File: src/rtl/uart_pkg.sv
// Shared UART transmit definitions: output-mux select codes and the
// transmit-control FSM state type. The downstream output-mux stage uses
// the same select constants.
package uart_pkg;

  localparam logic [1:0] SEL_START = 2'b00;
  localparam logic [1:0] SEL_STOP  = 2'b01;
  localparam logic [1:0] SEL_DATA  = 2'b10;
  localparam logic [1:0] SEL_PAR   = 2'b11;

  typedef enum logic [2:0] {
    ST_IDLE   = 3'd0,
    ST_START  = 3'd1,
    ST_DATA   = 3'd2,
    ST_PARITY = 3'd3,
    ST_STOP   = 3'd4
  } tx_state_t;

  // Output-mux select presented while the FSM sits in a given state.
  // IDLE and STOP share the stop-level select so the line rests high.
  function automatic logic [1:0] sel_for_state(input tx_state_t st);
    logic [1:0] sel;
    sel = SEL_STOP;
    case (st)
      ST_START:  sel = SEL_START;
      ST_DATA:   sel = SEL_DATA;
      ST_PARITY: sel = SEL_PAR;
      default:   sel = SEL_STOP;
    endcase
    return sel;
  endfunction

endpackage

File: src/rtl/uart_tx_serializer.sv
// Payload shifter for the UART transmitter: loads a word, shifts it out
// LSB first one bit per enabled cycle and flags the last bit of the word.
module uart_tx_serializer
  import uart_pkg::*;
#(
  parameter int unsigned DATA_WIDTH = 8
) (
  input  logic                  clk,
  input  logic                  rst,
  input  logic                  load,
  input  logic [DATA_WIDTH-1:0] load_data,
  input  logic                  cnt_clr,
  input  logic                  shift_en,
  output logic                  ser_bit,
  output logic                  done
);

  localparam int unsigned CW = $clog2(DATA_WIDTH);
  localparam logic [CW-1:0] LAST = CW'(DATA_WIDTH - 1);

  logic [DATA_WIDTH-1:0] shift_q;
  logic [CW-1:0]         count_q;

  // Word register and bit counter; the counter returns to zero on the
  // final bit so it never wraps inside a frame.
  always_ff @(posedge clk) begin
    if (rst) begin
      shift_q <= '0;
      count_q <= '0;
    end else if (load) begin
      shift_q <= load_data;
      count_q <= '0;
    end else begin
      if (shift_en) begin
        shift_q <= {1'b0, shift_q[DATA_WIDTH-1:1]};
      end
      if (cnt_clr || done) begin
        count_q <= '0;
      end else if (shift_en) begin
        count_q <= count_q + CW'(1);
      end
    end
  end

  // Current bit comes straight from the register; done marks the last bit.
  always_comb begin
    ser_bit = shift_q[0];
    done    = shift_en && (count_q == LAST);
  end

endmodule

File: src/rtl/uart_tx_ctrl.sv
// UART transmit control stage: accepts a byte, sequences
// START -> DATA (LSB first) -> [PARITY] -> STOP and drives the select,
// serial data and parity inputs of the downstream output-mux stage.
// One frame bit per clock; every output is a register.
module uart_tx_ctrl
  import uart_pkg::*;
#(
  parameter int unsigned DATA_WIDTH = 8
) (
  input  logic                  CLK,
  input  logic                  RST,
  input  logic [DATA_WIDTH-1:0] P_DATA,
  input  logic                  Data_Valid,
  input  logic                  PAR_EN,
  input  logic                  PAR_TYP,
  output logic [1:0]            Mux_Sel,
  output logic                  Ser_Data,
  output logic                  Parity,
  output logic                  Busy
);

  tx_state_t state, next_state;
  logic      accept;
  logic      cnt_clr;
  logic      shift_en;
  logic      ser_bit;
  logic      ser_done;
  logic      par_en_q;

  uart_tx_serializer #(
    .DATA_WIDTH(DATA_WIDTH)
  ) u_serializer (
    .clk      (CLK),
    .rst      (RST),
    .load     (accept),
    .load_data(P_DATA),
    .cnt_clr  (cnt_clr),
    .shift_en (shift_en),
    .ser_bit  (ser_bit),
    .done     (ser_done)
  );

  // State register; select and busy are registered from the next state so
  // they change on the same edge as the state itself.
  always_ff @(posedge CLK) begin
    if (RST) begin
      state   <= ST_IDLE;
      Mux_Sel <= SEL_STOP;
      Busy    <= 1'b0;
    end else begin
      state   <= next_state;
      Mux_Sel <= sel_for_state(next_state);
      Busy    <= (next_state != ST_IDLE);
    end
  end

  // Frame options captured with the payload so later input changes cannot
  // affect the frame in flight.
  always_ff @(posedge CLK) begin
    if (RST) begin
      Parity   <= 1'b0;
      par_en_q <= 1'b0;
    end else if (accept) begin
      Parity   <= (^P_DATA) ^ PAR_TYP;
      par_en_q <= PAR_EN;
    end
  end

  // Next-state and serializer control; requests are only seen in IDLE.
  always_comb begin
    next_state = state;
    accept     = 1'b0;
    cnt_clr    = 1'b0;
    shift_en   = 1'b0;
    case (state)
      ST_IDLE: begin
        if (Data_Valid) begin
          accept     = 1'b1;
          next_state = ST_START;
        end
      end
      ST_START: begin
        cnt_clr    = 1'b1;
        next_state = ST_DATA;
      end
      ST_DATA: begin
        shift_en = 1'b1;
        if (ser_done) begin
          next_state = par_en_q ? ST_PARITY : ST_STOP;
        end
      end
      ST_PARITY: next_state = ST_STOP;
      ST_STOP:   next_state = ST_IDLE;
      default:   next_state = ST_IDLE;
    endcase
  end

  // Serial data is the serializer's register bit, valid during DATA.
  always_comb begin
    Ser_Data = ser_bit;
  end

endmodule

File: config.mk
export PLATFORM = sky130hd
export DESIGN_NAME = uart_tx_ctrl
export DESIGN_NICKNAME = d
export VERILOG_FILES = /design/src/rtl/uart_pkg.sv /design/src/rtl/uart_tx_serializer.sv /design/src/rtl/uart_tx_ctrl.sv
export SDC_FILE = /design/constraint.sdc
export NUM_CORES = 1
export LEC_CHECK = 0
export ABC_AREA = 1
export CAP_MARGIN = 20
export CORE_MARGIN = 10
export CORE_UTILIZATION = 45
export CTS_BUF_LIST = sky130_fd_sc_hd__clkbuf_4
export DETAILED_ROUTE_END_ITERATION = 6
export PLACE_DENSITY = 0.8
export SYNTH_ARGS = -nofsm -noshare
export SYNTH_HDL_FRONTEND = slang
export SYNTH_HIERARCHICAL = 1
export SYNTH_SLANG_ARGS = --single-unit
File: constraint.sdc
create_clock -name CLK -period 1.3 [get_ports CLK]
set_input_delay 0.26 -clock CLK [delete_from_list [all_inputs] [get_ports CLK]]
set_output_delay 0.26 -clock CLK [all_outputs]
set_load 0.01 [all_outputs]
==> summary.md, run 1 <==
| Metric | Value |
|---|---|
| Ys flop type | `dfxtp_1` |
| Core Area | `2190 um2` |
| MaxCap Viol Count | `0` |
| Worst Tran Pin Value | `~0.25 ns` |
| Cell accounting for the most synthesized area | `dfxtp_1` |
| Post-DP HPWL | `1770 um` |
| Register area | `385 um2` |
| Layout cell share with drive strength beyond 1 | `29.9%` |
| Num CTS Buffers | `3` |
| Hold crit path type | `flop to flop` |
| Port buffer count | `17` |
| WL per Instance | `12.1 um` |
| Vias | `between 1,000 and 1,500` |
| Top-area cell type share of the netlist area | `36.8%` |
| Pwr per Cell Area | `approximately 890 nW/um2` |
| Die height | `67.9 um` |
| Post-route minimum period | `approximately 1.4 ns` |
| Largest net degree at the start of global routing | `14` |
| Synth Register Bits | `19` |
| Die X | `approximately 68 um` |
| Cell with the most instances after synthesis | `nand2_1` |
| GRT Overall Usage | `11.1%` |
| Post-synth ARST share | `0%` |
| DRT Wirelength | `2680 um` |
| Peak VDD IR | `551 uV` |
| Cell variety after synth | `20` |
| Critical path class | `flop to flop` |
| Max Buffers Root-to-Sink | `2` |
| Number of global-route vias before repair | `977` |
| Clk_skew | `0.00553 ns` |
| Root Buffer | `clkbuf_4` |
| Adder-Cell Fraction of Synth Area | `2.42%` |
| Number of synthesized flops with an enable pin | `0` |
| Footprint of the multi-input gates | `592 um2` |
| Top post-synthesis cells by area | `dfxtp_1 (37%), nand2_1 (19%), nand3_1 (8.7%)` |
| Status | `finished, violations left` |
| CTS Hold Bufs | `0` |
| Die ar. | `4610 um2` |
| WP data arrival | `between 1.5 and 2 ns` |
| Initial core utilization | `a little under half` |
| Sequential area share after synthesis | `36.8%` |
| Setup crit start kind | `flop` |
| CP endpoint kind | `flop` |
| I/O pins | `18` |
| Mux contribution to synthesized area | `0%` |
| Main combinational cell family by area after synthesis | `simple AND/OR/NAND/NOR gates` |
| Seq pwr share | `49.1%` |
| Pre-antenna DRT Iters | `5` |
| Mapped Cells | `153` |
| RSZ-0062 raised after global routing | `yes` |
| H-tree depth | `1` |
| Congestion Overflow GR | `0` |
| Max_slew headroom | `83.5%` |
| CTS tree | `done` |
| Drc violations | `0` |
| Final period utilization | `106%` |
| Clock sinks | `19` |
| DR iter-0 viols | `18` |
| Power Internal | `0.000911 W` |
| CP startpoint | `u_serializer/count_q[0]` |
| HP Start | `u_serializer/shift_q[7]` |
| Rows | `17` |
| First-pass GRT wire length | `4040 um` |
| Final net count | `210` |
| Sw Share | `31.5%` |
| Setup ws final | `-0.0718 ns` |
| Worst Path Required | `1.52 ns` |
| Via density | `4.86` |
| Antenna violations before repair | `0` |
| Later-pin clock latency in the skew report | `0.31 ns` |
| Switching Power | `0.000418 W` |
| Hold Worst Slack | `around 0.48 ns` |
| Failing checks | `setup timing` |
| Clock slew at reported path FFs | `0.11 ns` |
| Worst flop-to-flop path startpoint | `u_serializer/count_q[0]` |
| Clock network power share | `23.4%` |
| Synth warn | `6` |
| Synth Area in XOR/XNOR | `under 10%` |
| Post-DRT Antenna Nets | `0` |
| Max frequency | `729 MHz` |
| Total power | `0.00133 W` |
| Syn Nets | `168` |
| Fin. max-slew vios | `0` |
| Post-Syn Area per Cell | `between 6 and 7 um2` |
| Combinational power share | `27.6%` |
| GPL Wtd Cong | `~0.80` |
| Compound-Gate Fraction of Synth Area | `7.15%` |
| Filler instances | `175` |
| P&R area growth vs syn | `44.7%` |
| Simple-gate portion of the synthesized area | `39.2%` |
| Post-synth top cells | `nand2_1 (51), inv_1 (24), dfxtp_1 (19)` |
| Worst Path Max Fanout | `3` |
| Final Hold Fails | `0` |
| Mapped Area | `1030 um2` |
| Endpoints failing setup | `3` |
| Number of antenna diodes | `0` |
| Lkg Pwr | `0.765 nW` |
[final cells by class]
| cell class | instances | share of cell area [%] |
|---|---|---|
| multi-input combinational | 102 | 39.6 |
| sequential | 19 | 25.8 |
| timing repair buffer | 39 | 22.5 |
| inverter | 30 | 7.87 |
| tap | 28 | 2.35 |
| clock buffer | 3 | 1.51 |
| clock inverter | 1 | 0.335 |
[path summary, 6_finish.rpt]
path,endpoint,slack (ns),depth (start not counted)
worst max-delay path,Busy,-0.07,9
worst min-delay path,u_serializer/shift_q[7],0.48,2
worst max register to register,Busy,-0.07,9
worst min register to register,u_serializer/shift_q[7],0.48,2
[kinds of logic after synthesis]
family,after synthesis
AND/OR/NAND/NOR,86
buffers and inverters,32
AO/OA/AOI/OAI,12
XOR/XNOR,2
flip-flops,19
adder cells (fa/ha/maj),2
[worst max-delay path: stages, from the launching register on]
cell and delay [ns]:
dfxtp_2 0.37, ha_4 0.14, ha_4 0.13, nand2_4 0.05, inv_2 0.06, inv_2 0.04, o2111ai_4 0.22, nand3_2 0.13
nand2_2 0.10, o21ai_2 0.05
[per-layer routing]
layer,routed length [um],GRT usage [%],part of all wire [%]
met5,0,0,0
met4,104,5.28,3.9
met3,92,2.77,3.4
met2,1420,21.2,53
met1,1070,10.9,40
[power groups by stage]
stage          logic [W]  registers (W)  clock network (W)
3_3_place_gp    0.000336       0.000662                  0
6_report        0.000366       0.000652           0.000310
4_1_cts         0.000346       0.000651           0.000308
3_5_place_dp    0.000347       0.000663                  0
2_1_floorplan   0.000185       0.000669                  0
5_1_grt         0.000407       0.000658           0.000337
[registers in the layout (all words and copies together), names as in the netlist]
register,cells
u_serializer/shift_q,8
state,3
u_serializer/count_q,3
Mux_Sel,2
Busy,1
Parity,1
par_en_q,1
[placed cells by master, fill, tap and decap left out, types with 2 or more instances in the layout]
cell and count:
nand3_2 3, clkbuf_4 3, inv_4 2, a21oi_1 4, inv_1 22, ha_4 2
nand3_1 17, dlygate4sd2_1 5, dfxtp_1 15, xnor2_1 2, nor2_2 2, inv_2 6
a21oi_2 4, nor2_1 7, o21ai_0 2, nand2_1 50, clkdlybuf4s50_1 12, dfxtp_2 4
nand2_2 2, buf_6 2, buf_4 20
[per-stage QoR]
step	utilization, %	setup slack, ns	cells	TNS (ns)	cell area (um2)
after global placement	62.2	-0.135	215	-1.45	1360
after detailed placement	62.2	-0.181	215	-2.12	1360
after CTS	66.1	-0.0358	221	-0.0358	1450
after global routing	68.2	-0.150	222	-0.856	1490
after floorplan	-	-0.0721	153	-0.0721	1030
final	68.2	-0.0718	222	-0.121	1490
[repair_timing]
item / in CTS / in global routing
endpoints found under the setup margin: 14 / 18
pin swaps: 2 / 4
gates resized for setup: 18 / 10
buffers inserted: 2 / 1
Note: power is estimated with default switching activity, not from simulation.
==> inputs of run 2 (changes only) <==
--- a/config.mk
+++ b/config.mk
@@ -7,6 +7,7 @@
 export LEC_CHECK = 0
 export ABC_AREA = 1
 export CAP_MARGIN = 20
+export CORE_ASPECT_RATIO = 0.7
 export CORE_MARGIN = 10
 export CORE_UTILIZATION = 45
 export CTS_BUF_LIST = sky130_fd_sc_hd__clkbuf_4
==> run 2 against run 1 <==
The run still ends with setup timing left. Combinational power decreased by 4%. Utilization is 1.9 points lower. Cell count shrank 0.45%. Non-clock buffer count is 5 lower. Final area fell by 3.6%. Via count down 3.3%. Worst setup slack improved by 0.038 ns. Sequential power about the same. Register-to-register slack better by 0.04 ns. Largest cell class unchanged. Largest power group unchanged. Worst hold slack worse by 0.0048 ns. First-iteration DRC count grew to 2.9 times the previous value.
==> summary.md, run 2 (synthesis results as in run 1) <==
| Metric | Value |
|---|---|
| Worst Path Required | `roughly 1.5 ns` |
| Number of flip-flops in the largest register | `8` |
| CTS tree | `done` |
| Endpoints failing setup | `2` |
| Reg2reg path depth | `9` |
| CP endpoint kind | `flop` |
| Num CTS Buffers | `3` |
| GPL Wtd Cong | `0.775` |
| Total power | `0.00133 W` |
| Drc violations | `0` |
| Max Buffers Root-to-Sink | `2` |
| Worst Path Max Fanout | `2` |
| Reg2reg setup slack | `-0.03 ns` |
| Finished Core Util | `66.3%` |
| RSZ-0062 raised after global routing | `yes` |
| Die ar. | `4640 um2` |
| Status | `finished, violations left` |
| HP Start | `u_serializer/shift_q[7]` |
| First-pass GRT wire length | `4410 um` |
| Pre-antenna DRT Iters | `4` |
| Post-DP HPWL | `2020 um` |
| Setup ws final | `-0.0334 ns` |
| Setup crit start kind | `flop` |
| Via density | `4.72` |
| Worst hold endpoint | `u_serializer/shift_q[7]` |
| Clock network power share | `24.3%` |
| Die height | `60.1 um` |
| Most frequent cells in the layout | `nand2_1 (50), inv_1 (22), nand3_1 (18), buf_4 (16), dfxtp_1 (15)` |
| Most common cell after layout, fill and taps aside | `nand2_1` |
| Rows | `14` |
| Top reg by flops | `u_serializer/shift_q` |
| Power Internal | `0.000927 W` |
| Failing checks | `setup timing` |
| Peak VDD IR | `slightly below 500 uV` |
| P&R area growth vs syn | `39.5%` |
| Critical path class | `flop to flop` |
| Max frequency | `between 700 and 800 MHz` |
| WP data arrival | `1.54 ns` |
| GRT Overall Usage | `a little under an eighth` |
| Fin. max-slew vios | `0` |
| Worst flop-to-flop path startpoint | `u_serializer/count_q[0]` |
| Congestion Overflow GR | `0` |
| Later-pin clock latency in the skew report | `0.30 ns` |
| Pre-CTS setup slack | `-0.241 ns` |
| DRT Wirelength | `2610 um` |
| Initial core utilization | `47.5%` |
| Number of antenna diodes | `0` |
| MaxCap Viol Count | `0` |
| Seq pwr share | `49.2%` |
| Post-route minimum period | `1.33 ns` |
| Post-DRT Antenna Nets | `0` |
| Final net count | `205` |
| Core Area | `2170 um2` |
| Clock sinks | `19` |
| Final Hold Fails | `0` |
| Die X | `77.2 um` |
| Layout cell share with drive strength beyond 1 | `roughly 26%` |
| Setup Fix Bufs, Post-CTS | `0` |
| H-tree depth | `1` |
| WL per Instance | `11.8 um` |
| Switching Power | `0.000400 W` |
| Max_slew headroom | `a little over four fifths` |
| Antenna violations before repair | `0` |
| Largest net degree at the start of global routing | `14` |
| Root Buffer | `clkbuf_4` |
| Port buffer count | `17` |
| Pwr per Cell Area | `922 nW/um2` |
| Reg-to-Reg End | `Busy` |
| Combinational power share | `26.5%` |
| Final period utilization | `103%` |
| Vias | `1,044` |
| Number of global-route vias before repair | `912` |
| Clock slew at reported path FFs | `0.11 ns` |
| Hold Worst Slack | `approximately 0.47 ns` |
| Filler instances | `190` |
| Clk_skew | `around 0.0073 ns` |
| Hold Path Depth | `2` |
| Lkg Pwr | `0.736 nW` |
| Worst Tran Pin Value | `0.228 ns` |
| Sw Share | `a little under a third` |
| I/O pins | `18` |
| Largest regs | `u_serializer/shift_q (8), state (3), u_serializer/count_q (3)` |
| DR iter-0 viols | `52` |
| Hold crit path type | `flop to flop` |
run 2: worst max-delay path by stage:
stage	from	endpoint	slack, ns
after floorplan	state[1]	Busy	-0.07
after global placement	Data_Valid	u_serializer/shift_q[5]	-0.19
after detailed placement	Data_Valid	u_serializer/shift_q[6]	-0.24
after CTS	u_serializer/count_q[0]	Busy	-0.05
after global routing	u_serializer/count_q[0]	Busy	-0.10
final	u_serializer/count_q[0]	Busy	-0.03
run 2: repair_timing:
item,CTS,global route
hold buffers,0,0
gates cloned,0,0
setup endpoints to repair,18,17
resized for setup,19,2
pin swaps,2,1
run 2: layer usage:
layer / up-vias / share of wire, % / GRT usage [%]
li1: 548 / - / -
met1: 470 / 44 / 13.9
met5: - / 0 / 0
met2: 21 / 50 / 20.2
met4: 0 / 1.7 / 4.66
met3: 5 / 4.6 / 2.99
run 2: cell type report:
cell class                 instances  area, um2  area share, %
sequential                        19        385           26.8
timing repair buffer              34        295           20.5
multi-input combinational        102        577           40.1
inverter                          30        113           7.82
clock buffer                       4       30.0           2.09
tap                               32       40.0           2.78
run 2: power by group through the flow:
stage                     Combinational (W)  Sequential (W)  Clock [W]
after detailed placement           0.000344        0.000664          0
after floorplan                    0.000185        0.000669          0
after global placement             0.000333        0.000663          0
after CTS                          0.000347        0.000652   0.000335
after global routing               0.000394        0.000658   0.000361
final                              0.000352        0.000653   0.000323
run 2: through the flow:
step                      std cells  TNS [ns]  instance area, um2
after floorplan                 153   -0.0721                1030
after global placement          217     -1.97                1350
after detailed placement        217     -2.58                1350
after CTS                       221   -0.0530                1430
after global routing            221    -0.748                1440
final                           221   -0.0363                1440
run 2: critical path: stages (launching register included):
cell,delay (ns)
dfxtp_2,0.37
ha_4,0.14
ha_4,0.13
nand2_4,0.05
inv_2,0.06
inv_2,0.05
o2111ai_4,0.21
nand3_2,0.11
nand2_2,0.07
o21ai_2,0.04
==> inputs of run 3 (changes only) <==
--- a/config.mk
+++ b/config.mk
@@ -9,10 +9,11 @@
 export CAP_MARGIN = 20
 export CORE_ASPECT_RATIO = 0.7
 export CORE_MARGIN = 10
-export CORE_UTILIZATION = 45
+export CORE_UTILIZATION = 48
 export CTS_BUF_LIST = sky130_fd_sc_hd__clkbuf_4
 export DETAILED_ROUTE_END_ITERATION = 6
-export PLACE_DENSITY = 0.8
+export PLACE_DENSITY = 0.85
+export REMOVE_ABC_BUFFERS = 1
 export SYNTH_ARGS = -nofsm -noshare
 export SYNTH_HDL_FRONTEND = slang
 export SYNTH_HIERARCHICAL = 1
==> run 3 against run 2 <==
The flow still finishes with violations (setup timing). Fmax increased by 0.60%. Combinational power increased by 7.1%. Global-route usage increased by 0.57 points. Final area increased by 3.8%. Die area decreased by 4.4%. Clock power decreased by 6.2%. Critical path depth decreased by 1. Largest power group unchanged.
==> summary.md, run 3 (synthesis results as in run 1) <==
| Metric | Value |
|---|---|
| Setup crit start kind | `flop` |
| Number of flip-flops in the largest register | `8` |
| Failing checks | `setup timing` |
| Clock sinks | `19` |
| Number of global-route vias before repair | `986` |
| H-tree depth | `1` |
| WL per Instance | `about 12 um` |
| Status | `finished, violations left` |
| Rows | `13` |
| Vias | `1,076` |
| Core Area | `about 2000 um2` |
| DR iter-0 viols | `117` |
| Critical path class | `flop to flop` |
| P&R area growth vs syn | `44.8%` |
| Reg-to-Reg End | `u_serializer/count_q[0]` |
| Peak VDD IR | `547 uV` |
| M2 GR Usage | `22.4%` |
| Filler instances | `127` |
| Most frequent cells in the layout | `nand2_1 (50), buf_4 (24), inv_1 (22), nand3_1 (16), dfxtp_1 (14)` |
| M1 GR Usage | `13.9%` |
| Layout cell share with drive strength beyond 1 | `approximately 30%` |
| Lkg Pwr | `0.767 nW` |
| RSZ-0062 raised after global routing | `yes` |
| Post-DRT Antenna Nets | `0` |
| CTS Hold Bufs | `0` |
| Num CTS Buffers | `3` |
| Final instance area | `1500 um2` |
| GRT Overall Usage | `between 10 and 15%` |
| Reg2reg setup slack | `-0.03 ns` |
| Die X | `around 75 um` |
| Hold Path Depth | `2` |
| Post-DP Area | `1350 um2` |
| Pwr per Cell Area | `891 nW/um2` |
| MaxCap Viol Count | `0` |
| Via density | `4.91` |
| Final period utilization | `102%` |
| First-pass GRT wire length | `4270 um` |
| Worst flop-to-flop path startpoint | `state[1]` |
| Max_slew headroom | `82.5%` |
| DRT Wirelength | `2660 um` |
| Clock slew at reported path FFs | `0.11 ns` |
| Pre-antenna DRT Iters | `4` |
| Die height | `roughly 59 um` |
| Antenna violations before repair | `0` |
| Pre-CTS setup slack | `-0.233 ns` |
| Root Buffer | `clkbuf_4` |
| CTS tree | `done` |
| GPL Wtd Cong | `approximately 0.84` |
| Final Hold Fails | `0` |
| Post-route minimum period | `between 1 and 1.5 ns` |
| Later-pin clock latency in the skew report | `0.31 ns` |
| Endpoints failing setup | `3` |
| Port buffer count | `17` |
| Top reg by flops | `u_serializer/shift_q` |
| Initial core utilization | `52.9%` |
| Setup ws final | `-0.0255 ns` |
| Footprint of the multi-input gates | `between 500 and 600 um2` |
| Worst Path Required | `1.50 ns` |
| Setup crit end | `u_serializer/count_q[0]` |
| Drc violations | `0` |
| Top Usage Layer GRT | `met2` |
| Congestion Overflow GR | `0` |
| Largest net degree at the start of global routing | `14` |
| Fin. max-slew vios | `0` |
| Die ar. | `4430 um2` |
| Clk_skew | `around 0.008 ns` |
| Worst Path Max Fanout | `3` |
| Register area | `approximately 400 um2` |
| Hold crit path type | `flop to flop` |
| Reg2reg path depth | `8` |
| Max Buffers Root-to-Sink | `2` |
| WP data arrival | `~1.5 ns` |
| Post-DP HPWL | `2090 um` |
| Final net count | `213` |
| Met3 Track Usage GR | `2.68%` |
| CP endpoint kind | `flop` |
| CP startpoint | `state[1]` |
| Most common cell after layout, fill and taps aside | `nand2_1` |
| Max frequency | `754 MHz` |
| I/O pins | `18` |
| Largest regs | `u_serializer/shift_q (8), state (3), u_serializer/count_q (3)` |
| Worst Tran Pin Value | `0.262 ns` |
| Number of antenna diodes | `0` |
## run 3: cell type report
type,instances,area share [%]
inverter,30,7.70
sequential,19,26.0
multi-input combinational,102,38.8
clock inverter,1,0.335
clock buffer,3,1.51
tap,22,1.84
timing repair buffer,42,23.8
## run 3: what timing repair did
| action | CTS | global route |
|---|---|---|
| resized for setup | 17 | 8 |
| setup endpoints to repair | 12 | 10 |
| gates cloned | 0 | 0 |
| pin swaps | 4 | 6 |
| setup buffers | 3 | 4 |
## run 3: worst min-delay path by stage
stage	start	end	slack, ns
final	u_serializer/shift_q[1]	u_serializer/shift_q[1]	0.47
after global routing	u_serializer/shift_q[1]	u_serializer/shift_q[1]	0.49
after CTS	u_serializer/shift_q[1]	u_serializer/shift_q[1]	0.47
after detailed placement	u_serializer/shift_q[1]	u_serializer/shift_q[1]	0.45
after global placement	u_serializer/shift_q[1]	u_serializer/shift_q[1]	0.45
after floorplan	RST	Mux_Sel[1]	0.33
## run 3: stage by stage
step | power, W | util [%] | setup TNS (ns) | cells | hold slack (ns)
after CTS | 0.00131 | 73.6 | -0.0376 | 215 | 0.468
after floorplan | 0.000844 | - | -1.16 | 151 | 0.329
after global routing | 0.00142 | 76.6 | -0.530 | 219 | 0.488
final | 0.00133 | 76.6 | -0.0493 | 219 | 0.472
after detailed placement | 0.00102 | 69.0 | -2.17 | 208 | 0.452
after global placement | 0.00100 | 69.0 | -1.39 | 208 | 0.449
## run 3: power by group
part / switching, W / leakage (nW) / internal [W]
clock network: 0.000188 / 0.0177 / 0.000115
logic: 0.000197 / 0.591 / 0.000181
registers: 0.0000267 / 0.159 / 0.000624
total: 0.000412 / 0.767 / 0.000920
## run 3: per-layer routing
layer | wire length, um | up-vias
li1 | - | 563
met1 | 1140 | 480
met2 | 1370 | 29
met3 | 112 | 4
met4 | 36 | 0
met5 | 0 | -
## run 3: worst max-delay path: stages (launching register included)
cell,delay [ns]
dfxtp_2,0.35
inv_2,0.05
nor3_4,0.19
nand2_2,0.09
buf_4,0.13
buf_4,0.12
buf_4,0.13
nand3_4,0.09
nor2_1,0.05
